`src/rtl/debounce_pkg.sv`:
```
// debounce_pkg: shared defaults, counter sizing and per-channel edge encoding for the debouncers
package debounce_pkg;
  localparam int DEF_STABLE_CYCLES = 16;
  localparam int DEF_SYNC_STAGES = 2;
  typedef enum logic [1:0] {EDGE_NONE, EDGE_RISE, EDGE_FALL} edge_e;
  function automatic int cnt_width(input int stable);
    return $clog2(stable + 1);
  endfunction
endpackage

```
`src/rtl/debounce_channel.sv`:
```
// debounce_channel: one-bit synchroniser, stability counter, accepted level and edge pulses
module debounce_channel
  import debounce_pkg::*;
#(
  parameter int   STABLE_CYCLES = DEF_STABLE_CYCLES,
  parameter int   SYNC_STAGES   = DEF_SYNC_STAGES,
  parameter logic RST_VAL       = 1'b0
) (
  input  logic i_clk,
  input  logic i_rst_n,
  input  logic i_data,
  input  logic i_tick,
  output logic o_data,
  output logic o_rise,
  output logic o_fall,
  output logic o_pend
);
  localparam int CNT_W = cnt_width(STABLE_CYCLES);
  localparam logic [CNT_W-1:0] CNT_LAST = CNT_W'(STABLE_CYCLES - 1);
  logic [SYNC_STAGES-1:0] sync;
  logic [CNT_W-1:0] cnt;
  logic s;
  logic diff;
  edge_e edge_nxt;
  always_comb begin
    s = sync[SYNC_STAGES-1];
    diff = s != o_data;
    edge_nxt = (diff && i_tick && cnt == CNT_LAST) ? (s ? EDGE_RISE : EDGE_FALL) : EDGE_NONE;
    o_pend = edge_nxt != EDGE_NONE;
  end
  always_ff @(posedge i_clk or negedge i_rst_n) begin
    if (!i_rst_n) begin
      sync   <= {SYNC_STAGES{RST_VAL}};
      cnt    <= '0;
      o_data <= RST_VAL;
      o_rise <= 1'b0;
      o_fall <= 1'b0;
    end else begin
      sync   <= {sync[SYNC_STAGES-2:0], i_data};
      o_rise <= edge_nxt == EDGE_RISE;
      o_fall <= edge_nxt == EDGE_FALL;
      if (o_pend) o_data <= s;
      cnt    <= (!diff || o_pend) ? '0 : i_tick ? cnt + CNT_W'(1) : cnt;
    end
  end
endmodule

```
`src/rtl/multi_debouncer.sv`:
```
// multi_debouncer: N_CH independent debounce channels with a shared registered any-change flag
module multi_debouncer
  import debounce_pkg::*;
#(
  parameter int   N_CH          = 4,
  parameter int   STABLE_CYCLES = DEF_STABLE_CYCLES,
  parameter int   SYNC_STAGES   = DEF_SYNC_STAGES,
  parameter logic RST_VAL       = 1'b0
) (
  input  logic            i_clk,
  input  logic            i_rst_n,
  input  logic [N_CH-1:0] i_data,
  input  logic            i_tick,
  output logic [N_CH-1:0] o_data,
  output logic [N_CH-1:0] o_rise,
  output logic [N_CH-1:0] o_fall,
  output logic            o_any_change
);
  logic [N_CH-1:0] pend;
  genvar c;
  generate
    for (c = 0; c < N_CH; c++) begin : g_ch
      debounce_channel #(
        .STABLE_CYCLES(STABLE_CYCLES),
        .SYNC_STAGES  (SYNC_STAGES),
        .RST_VAL      (RST_VAL)
      ) u_ch (
        .i_clk  (i_clk),
        .i_rst_n(i_rst_n),
        .i_data (i_data[c]),
        .i_tick (i_tick),
        .o_data (o_data[c]),
        .o_rise (o_rise[c]),
        .o_fall (o_fall[c]),
        .o_pend (pend[c])
      );
    end
  endgenerate
  // registered from the same next-edge terms so it lines up with the pulse bits
  always_ff @(posedge i_clk or negedge i_rst_n) begin
    if (!i_rst_n) o_any_change <= 1'b0;
    else          o_any_change <= |pend;
  end
endmodule

```
`config.mk`:
```
export PLATFORM = sky130hd
export DESIGN_NAME = multi_debouncer
export DESIGN_NICKNAME = d
export VERILOG_FILES = /design/src/rtl/debounce_pkg.sv /design/src/rtl/debounce_channel.sv /design/src/rtl/multi_debouncer.sv
export SDC_FILE = /design/constraint.sdc
export NUM_CORES = 1
export LEC_CHECK = 0
export CAP_MARGIN = 0
export CORE_AREA = 3 3 48 93
export DETAILED_ROUTE_END_ITERATION = 7
export DIE_AREA = 0 0 51 96
export GPL_ROUTABILITY_DRIVEN = 0
export HOLD_SLACK_MARGIN = 0.15
export MAX_ROUTING_LAYER = met4
export PLACE_DENSITY = 0.79
export SYNTH_ARGS = -nofsm -noshare
export SYNTH_HDL_FRONTEND = slang
export SYNTH_HIERARCHICAL = 1
export SYNTH_SLANG_ARGS = --single-unit
```
`constraint.sdc`:
```
create_clock -name i_clk -period 2.4 [get_ports i_clk]
set_input_delay 0.72 -clock i_clk [delete_from_list [all_inputs] [get_ports i_clk]]
set_output_delay 0.72 -clock i_clk [all_outputs]
set_load 0.005 [all_outputs]
```
======== Word-level counts from Yosys, hierarchy flattened ========
Index checks and enable logic that the tools add are counted.
storage, ports and cells
  memories ................................ 0
  memory bits (writable) .................. 0
  memory bits (read-only) ................. 0
  bits in latches ......................... 0
  word-level logic and storage cells ...... 82
  input bits .............................. 7
  register bits ........................... 41
  output and inout port bits .............. 13
cells by class
  equality and inequality tests ........... 16
  div/mod/pow operators ................... 0
  add/subtract/negate cells ............... 4
  bitwise logic cells ..................... 0
  multiplexer cells ....................... 16
  shift-type cells ........................ 0
  reduce and logical (&&, ||, !) cells .... 25
  $mul .................................... 0
  magnitude comparators ................... 0
operators with widths
  kind                   count
  $mux W5                8
  $add A5 B1 Y5 const B  4
  $eq A5 B4 Y1 const B   4
  $mux W2                8
  $reduce_bool A2 Y1     8
  $eq A2 B1 Y1 const B   4
  $eq A2 B2 Y1 const B   4
  $logic_and A1 B1 Y1    8
  $logic_not A1 Y1       4
  $logic_or A1 B1 Y1     4
  $ne A1 B1 Y1           4
  $reduce_or A4 Y1       1

======== Longest topological paths before layout ========
Gate-level depths: netlist (run 1).
  depth after elaboration ................. 7
  gate-level depth with buffers ........... 6
  gate-level depth less buffers ........... 6

======== Hierarchy ========
The synthesis (run 1) kept the hierarchy.
modules (own cells, without submodules)
  module                               seq. area each (µm²)  area an instance (µm²)  instances  cells each
  debounce_channel (g_ch[1].u_ch ...)  250.2                 456.7                   2          39
  debounce_channel (g_ch[0].u_ch ...)  250.2                 452.9                   2          39
  multi_debouncer                      25.0                  32.5                    1          2

======== Worst setup path before layout (run 1) ========
No wires, ideal clock.
  kind .................................... flip-flop to flip-flop
  start ................................... register g_ch[1].u_ch.cnt[0]
  end ..................................... register o_any_change
  stages on the path, launching flop included .. 7
  library setup time ...................... 138 ps
  required time ........................... 2262 ps
  arrival ................................. 1686 ps
  path buffers ............................ 0
  path slack .............................. 575 ps
  clock period less this slack ............ 1825 ps
  cell sequence ........................... dfrtp_1 > ha_1 > and3_1 > ha_1 > nand2_2 > nor2_1 > or4_1
on the way
  word-level cells in the longest chain between the ends .. 5
ends and longest elaborated chain
  what                      RTL line                RTL
  start: declaration        debounce_channel.sv:21  logic [CNT_W-1:0] cnt;
  start signal: assignment  debounce_channel.sv:43  cnt <= (!diff || o_pend) ? '0 : i_tick ? cnt + CNT_W'(1) : cnt;
  $eq A5 B4 Y1              debounce_channel.sv:28  edge_nxt = (diff && i_tick && cnt == CNT_LAST) ? (s ? EDGE_RISE : EDGE_FALL) : EDGE_NONE;
  $logic_and A1 B1 Y1       debounce_channel.sv:28
  $mux W2                   debounce_channel.sv:28
  $reduce_bool A2 Y1        debounce_channel.sv:29  o_pend = edge_nxt != EDGE_NONE;
  net pend[1]               multi_debouncer.sv:19   logic [N_CH-1:0] pend;
  $reduce_or A4 Y1          multi_debouncer.sv:42   else o_any_change <= |pend;
  end signal: assignment    multi_debouncer.sv:42
  end: declaration          multi_debouncer.sv:17   output logic o_any_change
The timed path passes the listed nets, and every way through them passes these cells.
A chain may end at the register's enable or synchronous reset.

======== Final worst setup path (run 1) ========
Ends and elaborated chain as after synthesis.

==> impl_results.md, run 1 <==
- First-pass GRT wire length: 6180 µm
- Setup crit start: g_ch[1].u_ch/cnt[0]
- CTS tree: built
- Adder-cell share of the synthesized area: 5.41%
- Combinational family with the most area after synthesis: simple AND/OR/NAND/NOR gates
- Largest net degree at the start of global routing: 37
- Placed Area: 0.00211 mm²
- Vias/cell: 5.37
- Register share of total power: between 50% and 60%
- Setup Viol. Count Final: 0
- Maxcap violations: 0
- Syn Inst Count: ~160
- Hold-fix buffers, CTS: 0
- Unique masters post-synth: 26
- # port buffers: 19
- Min-Delay Path Class: reg2reg
- CTS root buf: clkbuf_8
- Worst Setup Slack, final: 356 ps
- Gr ovfl total: 0
- Vias in the first global route: 1376
- Worst reg2reg path startpoint: g_ch[1].u_ch/cnt[0]
- Multi-input combinational cell area: 773 µm²
- Final Hold Viols: 0
- Register area share after synthesis: 55.4%
- Fmax: 0.489 GHz
- Most common cell after layout, fill and taps aside: dfrtp_1
- XOR/XNOR share of the synthesized area: 1.89%
- #FFs+latches synth: 41
- Post-place setup slack: 166 ps
- Starting Density: 47.7%
- Post-CTS Setup Inserts: 0
- Max-slew violations: 0
- Nets@finish: 199
- Core area: approximately 0.0039 mm²
- Period utilisation layout: 85.2%
- CP startpoint kind: register
- Pre-antenna DRT Iters: 4
- Hold_sp: g_ch[1].u_ch/sync[0]
- Post-CTS Resized: 0
- P_leak: 1.01 nW
- Post-DRT Antenna Nets: 0
- Die Width: 51 µm
- Sw Pwr: ~0.00028 W
- Sw frac: 20.6%
- Detailed Route Iter0 Violations: 33
- Clock Skew: ~7.1 ps
- Register area: 0.00103 mm²
- Combinational share of power: around 6.2%
- Yosys Warn Count: 6
- Setup TNS: 0 ps
- Mux cell area share after synthesis: around a tenth
- Crit path capture type: register
- Power Density: approximately 620 mW/mm²
- All-Layer GR Usage: between 10% and 20%
- Clk slew on worst S/H paths: 70 ps
- Worst-case clock buffer depth: 2
- TritonCTS Sinks: 41
- Clk network pwr share: roughly 41%
- Avg WL per Cell: 15.0 µm
- Arr. time, crit path: 2200 ps
- Post-DP HPWL: 2690 µm
- Final WL: 3540 µm
- Simple-gate portion of the synthesized area: 20.9%
- Mapped Nets: about 170
- Complex-gate fraction of the synthesized area: 4.05%
- P&R area growth vs syn: 20.0%
- Die H: 96 µm
- Worst-Skew Late Latency: between 200 and 300 ps
- Fillers: 342
- FP Rows: 32
- Num CTS Buffers: 5
- Crit path time final: 2040 ps
- Relative slew slack: 60.1%
- Maximum resistive drop on vdd: about 0.47 mV
- Io pins: 20
- Crit path kind: reg2reg
- Diode count: 0
- Die area: 0.00490 mm²
- Design area: 0.00222 mm²
- Mean Syn Cell Area: 11.7 µm²
- WP data required: roughly 2600 ps
- Commonest cells after routing, fill and taps aside: 41 x dfrtp_1, 22 x nor2_1, 18 x clkdlybuf4s50_1, 10 x mux2i_1
- Final routed DRC violation total: 0
- Vias post-DR: 1267
- Htree depth: 2
- Cell area after synthesis: 0.00185 mm²
- Fraction of layout cells with a size suffix above 1: 11.9%
- Maximum fanout along the worst path: 7
- Antenna violations before repair: 0
- Worst-Margin Slew: between 500 and 600 ps
- Int Power: 0.00109 W
- Unrepaired setup endpoints after global routing: false
- Status: complete, no violations
-- worst max-delay path, stage by stage (launching register included) --
cell and delay, ps:
dfrtp_1 430, ha_1 250, and3_1 200, ha_1 280
nand2_2 160, nor2_1 70, or4_1 520
-- synth_stat cells --
cell	instances	area [µm²]
buf_6	2	22.5
and3_1	4	25.0
nand2_2	2	12.5
dfrtp_1	41	1030
mux2_4	2	30.0
nor3_1	2	10.0
nor2_1	22	82.6
nand3_1	4	20.0
nand4_1	4	25.0
ha_1	8	100
xnor2_1	4	35.0
mux2i_1	10	100
buf_4	2	15.0
inv_1	4	15.0
o21ai_0	4	20.0
o31ai_1	2	15.0
nand2_1	6	22.5
nor3b_1	8	60.1
or4_1	1	7.51
and4bb_1	2	25.0
or3b_1	2	17.5
nor3b_2	2	25.0
nand2b_1	4	25.0
nand3b_1	4	30.0
a21oi_1	8	40.0
mux2_2	4	45.0
-- power by group through the flow --
| stage | sequential, W | combinational (W) | clock (W) |
|---|---|---|---|
| 2_1_floorplan | 0.000736 | 0.0000502 | 0 |
| 3_3_place_gp | 0.000738 | 0.0000794 | 0 |
| 3_5_place_dp | 0.000741 | 0.0000858 | 0 |
| 4_1_cts | 0.000728 | 0.0000858 | 0.000576 |
| 5_1_grt | 0.000730 | 0.0000950 | 0.000603 |
| 6_report | 0.000728 | 0.0000846 | 0.000555 |
-- final timing paths --
check                                        to  slack (ps)  cells past startpoint
setup / recovery                   o_any_change         360                      6
hold / removal             g_ch[1].u_ch/sync[1]         350                      0
setup reg to reg                   o_any_change         360                      6
hold reg to reg            g_ch[1].u_ch/sync[1]         350                      0
max in group asynchronous   g_ch[3].u_ch/o_rise        1450                      2
min in group asynchronous   g_ch[0].u_ch/cnt[1]         410                      1
-- layer usage --
metal	up-vias	track usage, %	wire length, µm
met5	-	-	0
met1	626	18.2	1300
met2	24	30.5	2020
li1	605	-	-
met3	12	3.41	98
met4	0	10.1	127
-- registers in the layout (all words and copies together) (netlist names) --
register,flops
g_ch.u_ch/o_data,4
o_any_change,1
g_ch.u_ch/o_rise,4
g_ch.u_ch/sync,8
g_ch.u_ch/o_fall,4
g_ch.u_ch/cnt,20
-- per-stage QoR --
step                      power, W  utilization, %  hold slack (ps)  cells
final                      0.00137            57.2              353    236
after CTS                  0.00139            57.2              355    236
after global placement    0.000818            54.2              333    228
after floorplan           0.000786               -              331    158
after detailed placement  0.000827            54.2              337    228
after global routing       0.00143            57.2              357    236
-- cells by family (layout without fill, tap and decap cells) --
kind of cell	count (synthesis)	in the layout
xor+xnor	4	4
compound gates	14	14
fa+ha+maj	8	8
buf+inv	8	35
flops	41	41
simple gates	67	67
mux	16	16
-- area by class of cell --
cell class / count / share of cell area [%]
flip-flops and latches: 41 / 46.2
multi-input cells: 109 / 34.8
repair buffers: 23 / 10.2
clock buffers: 7 / 3.89
well taps: 51 / 2.87
clock inverters: 1 / 1.35
inverters: 4 / 0.676
(Power assumes the default switching activity.)
==> run 2, diff against run 1 <==
- CORE_AREA: 3 3 48 93 -> 3 3 51 99
- DIE_AREA: 0 0 51 96 -> 0 0 54 102
- PLACE_DENSITY: 0.79 -> 0.72
- TNS_END_PERCENT: default -> 1
==> run 2 against run 1 <==
- non-clock buffer count is 1 lower
- maximum frequency up 2.7%
- worst hold slack got worse by 1.3 ps
- die area increased by 13%
- critical path type unchanged
==> impl_results.md, run 2 (synthesized netlist as in run 1, its figures left out) <==
- Relative slew slack: 62.2% (+2.0 points)
- Avg WL per Cell: 13.4 µm (-10%)
- P_leak: 0.996 nW (-1.8%)
- Setup crit start: g_ch[1].u_ch/cnt[0]
- Largest register FFs: 20 (unchanged)
- First-pass GRT wire length: 5660 µm (-8.4%)
- Worst reg2reg path startpoint: g_ch[1].u_ch/cnt[0]
- Nets@finish: 198 (-0.50%)
- Final routed DRC violation total: 0 (unchanged)
- Diode count: 0 (unchanged)
- Crit path capture type: register
- R2R Path End: o_any_change
- Fraction of layout cells with a size suffix above 1: 11.4% (-0.48 points)
- Most frequent CP cell: ha_1
- Arr. time, crit path: 2140 ps (-60 ps)
- Final WL: 3200 µm (-9.7%)
- Setup Viol. Count Final: 0 (unchanged)
- Detailed Route Iter0 Violations: 18 (-45%)
- Gr ovfl total: 0 (unchanged)
- Maximum fanout along the worst path: 7 (unchanged)
- Crit path time final: 1990 ps (-54.6 ps)
- Tot Pwr: 0.00123 W (-10%)
- Die area: 0.00551 mm² (+13%)
- FP Rows: 34 (+6.3%)
- Post-CTS Resized: 0 (unchanged)
- Met2 WL: 1840 µm (-8.9%)
- Flop2flop setup slack: 410 ps (+50 ps)
- Critical path's slowest cell: or4_1
- Die H: 102 µm (+6.3%)
- Pre-antenna DRT Iters: 5 (+1)
- Largest net degree at the start of global routing: 42 (+14%)
- Starting Density: 42.3% (-5.4 points)
- Htree depth: 2 (unchanged)
- CP Depth: 6 (unchanged)
- Crit path kind: reg2reg
- Crit path cell chain: ha_1 -> and3_1 -> ha_1 -> nand2_2 -> nor2_1 -> or4_1
- CP startpoint kind: register
- Final Hold Viols: 0 (unchanged)
- Setup TNS: 0 ps (unchanged)
- Maximum resistive drop on vdd: 0.338 mV (-27%)
- Post-DRT Antenna Nets: 0 (unchanged)
- TritonCTS Sinks: 41 (unchanged)
- Min-Delay Path Class: reg2reg
- Commonest cells after routing, fill and taps aside: 41 x dfrtp_1, 22 x nor2_1, 18 x clkdlybuf4s50_1, 10 x mux2i_1
- Post-CTS Setup Inserts: 0 (unchanged)
- Status: complete, no violations
- Most common cell after layout, fill and taps aside: dfrtp_1
- Placed Area: 0.00210 mm² (-0.18%)
- Crit path buf inv count: 0 (unchanged)
- Unrepaired setup endpoints after global routing: false
- Worst path max stage delay: 530 ps (about the same)
- Period utilisation layout: 82.9% (-2.3 points)
- CTS root buf: clkbuf_8
- All-Layer GR Usage: 14.6% (-3.0 points)
- Power Density: 561 mW/mm² (-8.9%)
- Post-DP HPWL: 2340 µm (-13%)
- FF-to-FF path depth: 6 (unchanged)
- Largest regs: g_ch.u_ch/cnt x20, g_ch.u_ch/sync x8
- Fillers: 419 (+23%)
- # port buffers: 19 (unchanged)
- Design area: 0.00218 mm² (-1.7%)
- Hold-fix buffers, CTS: 0 (unchanged)
- Worst-Margin Slew: 563 ps (-30.5 ps)
- Maxcap violations: 0 (unchanged)
- Critical Path Sink: o_any_change
- Top reg by flops: g_ch.u_ch/cnt
- Max-slew violations: 0 (unchanged)
- Worst-Skew Late Latency: 290 ps (about the same)
- Clock Skew: 6.43 ps (-0.698 ps)
- Core area: 0.00438 mm² (+13%)
- Crit-path leading delay family: simple AND/OR/NAND/NOR gates
- Worst Setup Slack, final: 411 ps (+54.6 ps)
- Fmax: 0.503 GHz (+2.7%)
- Io pins: 20 (unchanged)
- Clk slew on worst S/H paths: 70 ps (about the same)
- Num CTS Buffers: 5 (unchanged)
- Post-place setup slack: 169 ps (+3.32 ps)
- Die Width: 54 µm (+5.9%)
- Max layer used: met4
- Vias in the first global route: 1358 (-1.3%)
- CTS tree: built
- Worst-case clock buffer depth: 2 (unchanged)
- WP data required: 2550 ps (about the same)
- Vias/cell: 5.24 (-2.5%)
- Antenna violations before repair: 0 (unchanged)
- Vias post-DR: 1246 (-1.7%)
- P&R area growth vs syn: 18.0%
- Met3 WL post-DR: 124 µm (+27%)
- Metal-1 WL: 1160 µm (-11%)
[run 2: through the flow]
step,utilization [%],cells,hold slack (ps)
floorplan,-,158,331
global placement,48.0,230,335
detailed placement,48.0,230,336
CTS,49.9,238,354
global route,49.9,238,356
finish,49.9,238,351
[run 2: worst min-delay path by stage]
stage                                 to  depth (start not counted)  slack [ps]            startpoint
floorplan           g_ch[0].u_ch/sync[1]                          0         330  g_ch[0].u_ch/sync[0]
global placement    g_ch[0].u_ch/sync[1]                          0         340  g_ch[0].u_ch/sync[0]
detailed placement  g_ch[3].u_ch/sync[1]                          0         340  g_ch[3].u_ch/sync[0]
CTS                 g_ch[3].u_ch/sync[1]                          0         350  g_ch[3].u_ch/sync[0]
global route        g_ch[3].u_ch/sync[1]                          0         360  g_ch[3].u_ch/sync[0]
finish              g_ch[0].u_ch/sync[1]                          0         350  g_ch[0].u_ch/sync[0]
[run 2: layer usage]
metal	vias up	global-route usage, %
met2	20	25.4
li1	598	-
met1	622	14.0
met3	6	4.67
met5	-	-
met4	0	6.91
[run 2: worst register-to-register path: cells and delay by family, from the launching register on]
family                   cells  cell delay [ps]
AND/OR/NAND/NOR              4              910
adder cells (fa/ha/maj)      2              500
flip-flops                   1              430
[run 2: report_power, final]
| part | switching [W] | internal [W] |
|---|---|---|
| registers | 0.0000172 | 0.000709 |
| clock network | 0.000217 | 0.000201 |
| logic | 0.0000439 | 0.0000365 |
| total | 0.000278 | 0.000947 |
[run 2: final cells by class]
type / instances / area (µm²) / share of cell area, %
flip-flops and latches: 41 / 1030 / 47.0
multi-input cells: 109 / 773 / 35.4
repair buffers: 22 / 220 / 10.1
clock buffers: 6 / 72.6 / 3.32
well taps: 54 / 67.6 / 3.09
inverters: 4 / 15.0 / 0.687
clock inverters: 2 / 10.0 / 0.458
==> run 3, diff against run 2 <==
- PLACE_DENSITY: 0.72 -> 0.74
- clock period: 2.4 -> 1.8 ns (I/O delays scaled with it)
==> run 3 against run 2 <==
- flip-flop and latch count is the same
- largest power group unchanged
- via count up 5.3%
- register-to-register slack worse by 320 ps
- cell count increased by 7.6%
- critical endpoint is now o_data[2]
- worst hold slack got worse by 140 ps
- combinational power rose by 68%
- first-iteration DRC count fell by 11%
- clock skew is 4.7 ps higher
- global-route usage rose by 0.11 points
==> impl_results.md, run 3 (synthesized netlist as in run 1, its figures left out) <==
- Period utilisation layout: 97.4%
- Fraction of layout cells with a size suffix above 1: 22.8% (+11 points)
- Post-CTS Setup Inserts: 0 (unchanged)
- Detailed Route Iter0 Violations: 16 (-2)
- Commonest cells after routing, fill and taps aside: 39 x dfrtp_1, 22 x nor2_1, 21 x buf_4, 16 x clkdlybuf4s50_1, 10 x mux2i_1
- Largest register FFs: 20 (unchanged)
- Nets@finish: 217 (+9.6%)
- CTS root buf: clkbuf_8
- Worst-case clock buffer depth: 2 (unchanged)
- Htree depth: 2 (unchanged)
- Post-place setup slack: -95.3 ps (-264 ps)
- Fmax: 0.570 GHz
- Clk slew on worst S/H paths: 80 ps (about the same)
- Most common cell after layout, fill and taps aside: dfrtp_1
- P_leak: 1.10 nW (+10%)
- Power Density: 761 mW/mm² (+36%)
- Combinational share of power: 7.5% (+0.9 points)
- Crit path cell chain: clkdlybuf4s50_1
- Maxcap violations: 0 (unchanged)
- Largest net degree at the start of global routing: 42 (unchanged)
- Sw Pwr: 0.000380 W (+37%)
- Die Width: 54 µm (unchanged)
- Sw frac: 21.2% (-1.5 points)
- WP data required: 1260 ps (-1290 ps)
- Status: complete, no violations
- Avg WL per Cell: 13.1 µm (-2.7%)
- CTS tree: built
- Setup Viol. Count Final: 0 (unchanged)
- Worst Setup Slack, final: 46.3 ps (-364 ps)
- Tot Pwr: 0.00180 W (+47%)
- Worst-Margin Slew: 337 ps (-226 ps)
- First-pass GRT wire length: 5800 µm (+2.3%)
- Clk network pwr share: 38.7% (+4.6 points)
- P&R area growth vs syn: 27.4%
- Crit path kind: reg2out
- Starting Density: 42.3% (unchanged)
- Int Power: 0.00142 W (+49%)
- All-Layer GR Usage: 14.8% (+0.11 points)
- Num CTS Buffers: 5 (unchanged)
- Arr. time, crit path: 1210 ps (-930 ps)
- Antenna violations before repair: 0 (unchanged)
- Final Hold Viols: 0 (unchanged)
- Die H: 102 µm (unchanged)
- Crit path time final: ~1800 ps
- Min-Delay Path Class: in2async
- Gr ovfl total: 0 (unchanged)
- Maximum fanout along the worst path: 5 (-2)
- Maximum resistive drop on vdd: 0.514 mV (+52%)
- Die area: 0.00551 mm² (unchanged)
- Largest regs: g_ch.u_ch/cnt x20, g_ch.u_ch/sync x8
- Diode count: 0 (unchanged)
- Vias/cell: 5.13 (-2.1%)
- Worst path max stage delay: 510 ps (-20 ps)
- Hold-fix buffers, CTS: 0 (unchanged)
- Pre-antenna DRT Iters: 3 (-2)
- # port buffers: 19 (unchanged)
- Relative slew slack: 77.4% (+15 points)
- Final routed DRC violation total: 0 (unchanged)
- Io pins: 20 (unchanged)
- Top reg by flops: g_ch.u_ch/cnt
- Critical path's slowest cell: clkdlybuf4s50_1
- Register share of total power: 53.7% (-5.6 points)
- FP Rows: 34 (unchanged)
- Core area: 0.00438 mm² (unchanged)
- Vias post-DR: 1312 (+5.3%)
- Crit path capture type: primary output
- Unrepaired setup endpoints after global routing: false
- Core Util, Final: 53.8% (+4.0 points)
- Post-DP HPWL: 2560 µm (+9.3%)
- Crit-path leading delay family: buffers and inverters
- Max-slew violations: 0 (unchanged)
- TritonCTS Sinks: 41 (unchanged)
- Setup TNS: 0 ps (unchanged)
- Worst-Skew Late Latency: 290 ps (about the same)
- Vias in the first global route: 1354 (-0.29%)
- CP startpoint kind: register
- Post-DRT Antenna Nets: 0 (unchanged)
- Crit path buf inv count: 1 (+1)
- Clock Skew: 11.2 ps (+4.74 ps)
- Final WL: 3350 µm (+4.7%)
## run 3: cell count changes in the layout (fill, tap and decap cells not counted), sizes merged
cell,change
dlygate4sd2,+2
clkinv,-1
clkbuf,-1
buf,+19
clkdlybuf4s50,-2
bufinv,+1
## run 3: final cells by class
cell class                      instances  area, µm²
Multi-Input combinational cell        109        783
Inverter                                4       15.0
Clock buffer                            5       68.8
Fill cell                             412       2020
Clock inverter                          2       35.0
Tap cell                               54       67.6
Timing Repair Buffer                   41        360
Sequential cell                        41       1030
## run 3: repair_timing
action | in CTS | in global routing
gates resized for setup | 3 | 4
endpoints found under the setup margin | 3 | 2
pin swaps | 0 | 0
## run 3: path summary, 6_finish.rpt
kind	startpoint	end	slack [ps]	cells after the start
setup / recovery	g_ch[2].u_ch/o_data	o_data[2]	50	1
hold / removal	i_rst_n	g_ch[1].u_ch/cnt[2]	210	2
setup reg to reg	g_ch[1].u_ch/cnt[0]	o_any_change	90	6
hold reg to reg	g_ch[0].u_ch/sync[0]	g_ch[0].u_ch/sync[1]	350	0
max in group asynchronous	i_rst_n	g_ch[1].u_ch/o_data	1370	2
min in group i_clk	g_ch[0].u_ch/sync[0]	g_ch[0].u_ch/sync[1]	350	0
## run 3: power by group through the flow
stage          Sequential [W]  Combinational, W  Clock, W
6_report             0.000965          0.000135  0.000695
5_1_grt              0.000969          0.000154  0.000752
4_1_cts              0.000965          0.000138  0.000724
2_1_floorplan        0.000981         0.0000669         0
3_3_place_gp         0.000982          0.000134         0
3_5_place_dp         0.000984          0.000138         0
## run 3: per-stage QoR
| stage | cell area, µm² | instances | hold WS, ps |
|---|---|---|---|
| 6_report | 2360 | 256 | 214 |
| 4_1_cts | 2350 | 256 | 221 |
| 3_3_place_gp | 2250 | 249 | 334 |
| 3_5_place_dp | 2250 | 249 | 335 |
| 5_1_grt | 2360 | 256 | 229 |
| 2_1_floorplan | 1850 | 158 | 244 |
## run 3: per-layer routing
| metal | share of wire [%] | up-vias | GRT usage [%] | routed length (µm) |
|---|---|---|---|---|
| li1 | - | 640 | - | - |
| met1 | 37 | 647 | 15.2 | 1250 |
| met2 | 57 | 18 | 25.1 | 1920 |
| met3 | 2.9 | 7 | 3.36 | 97 |
| met4 | 2.3 | 0 | 7.49 | 78 |
| met5 | 0 | - | - | 0 |
## run 3: worst reg2reg max path: cells and delay by family, from the launching register on
kind / cells / cell delay [ps]
fa+ha+maj: 2 / 410
simple gates: 4 / 800
flops: 1 / 390
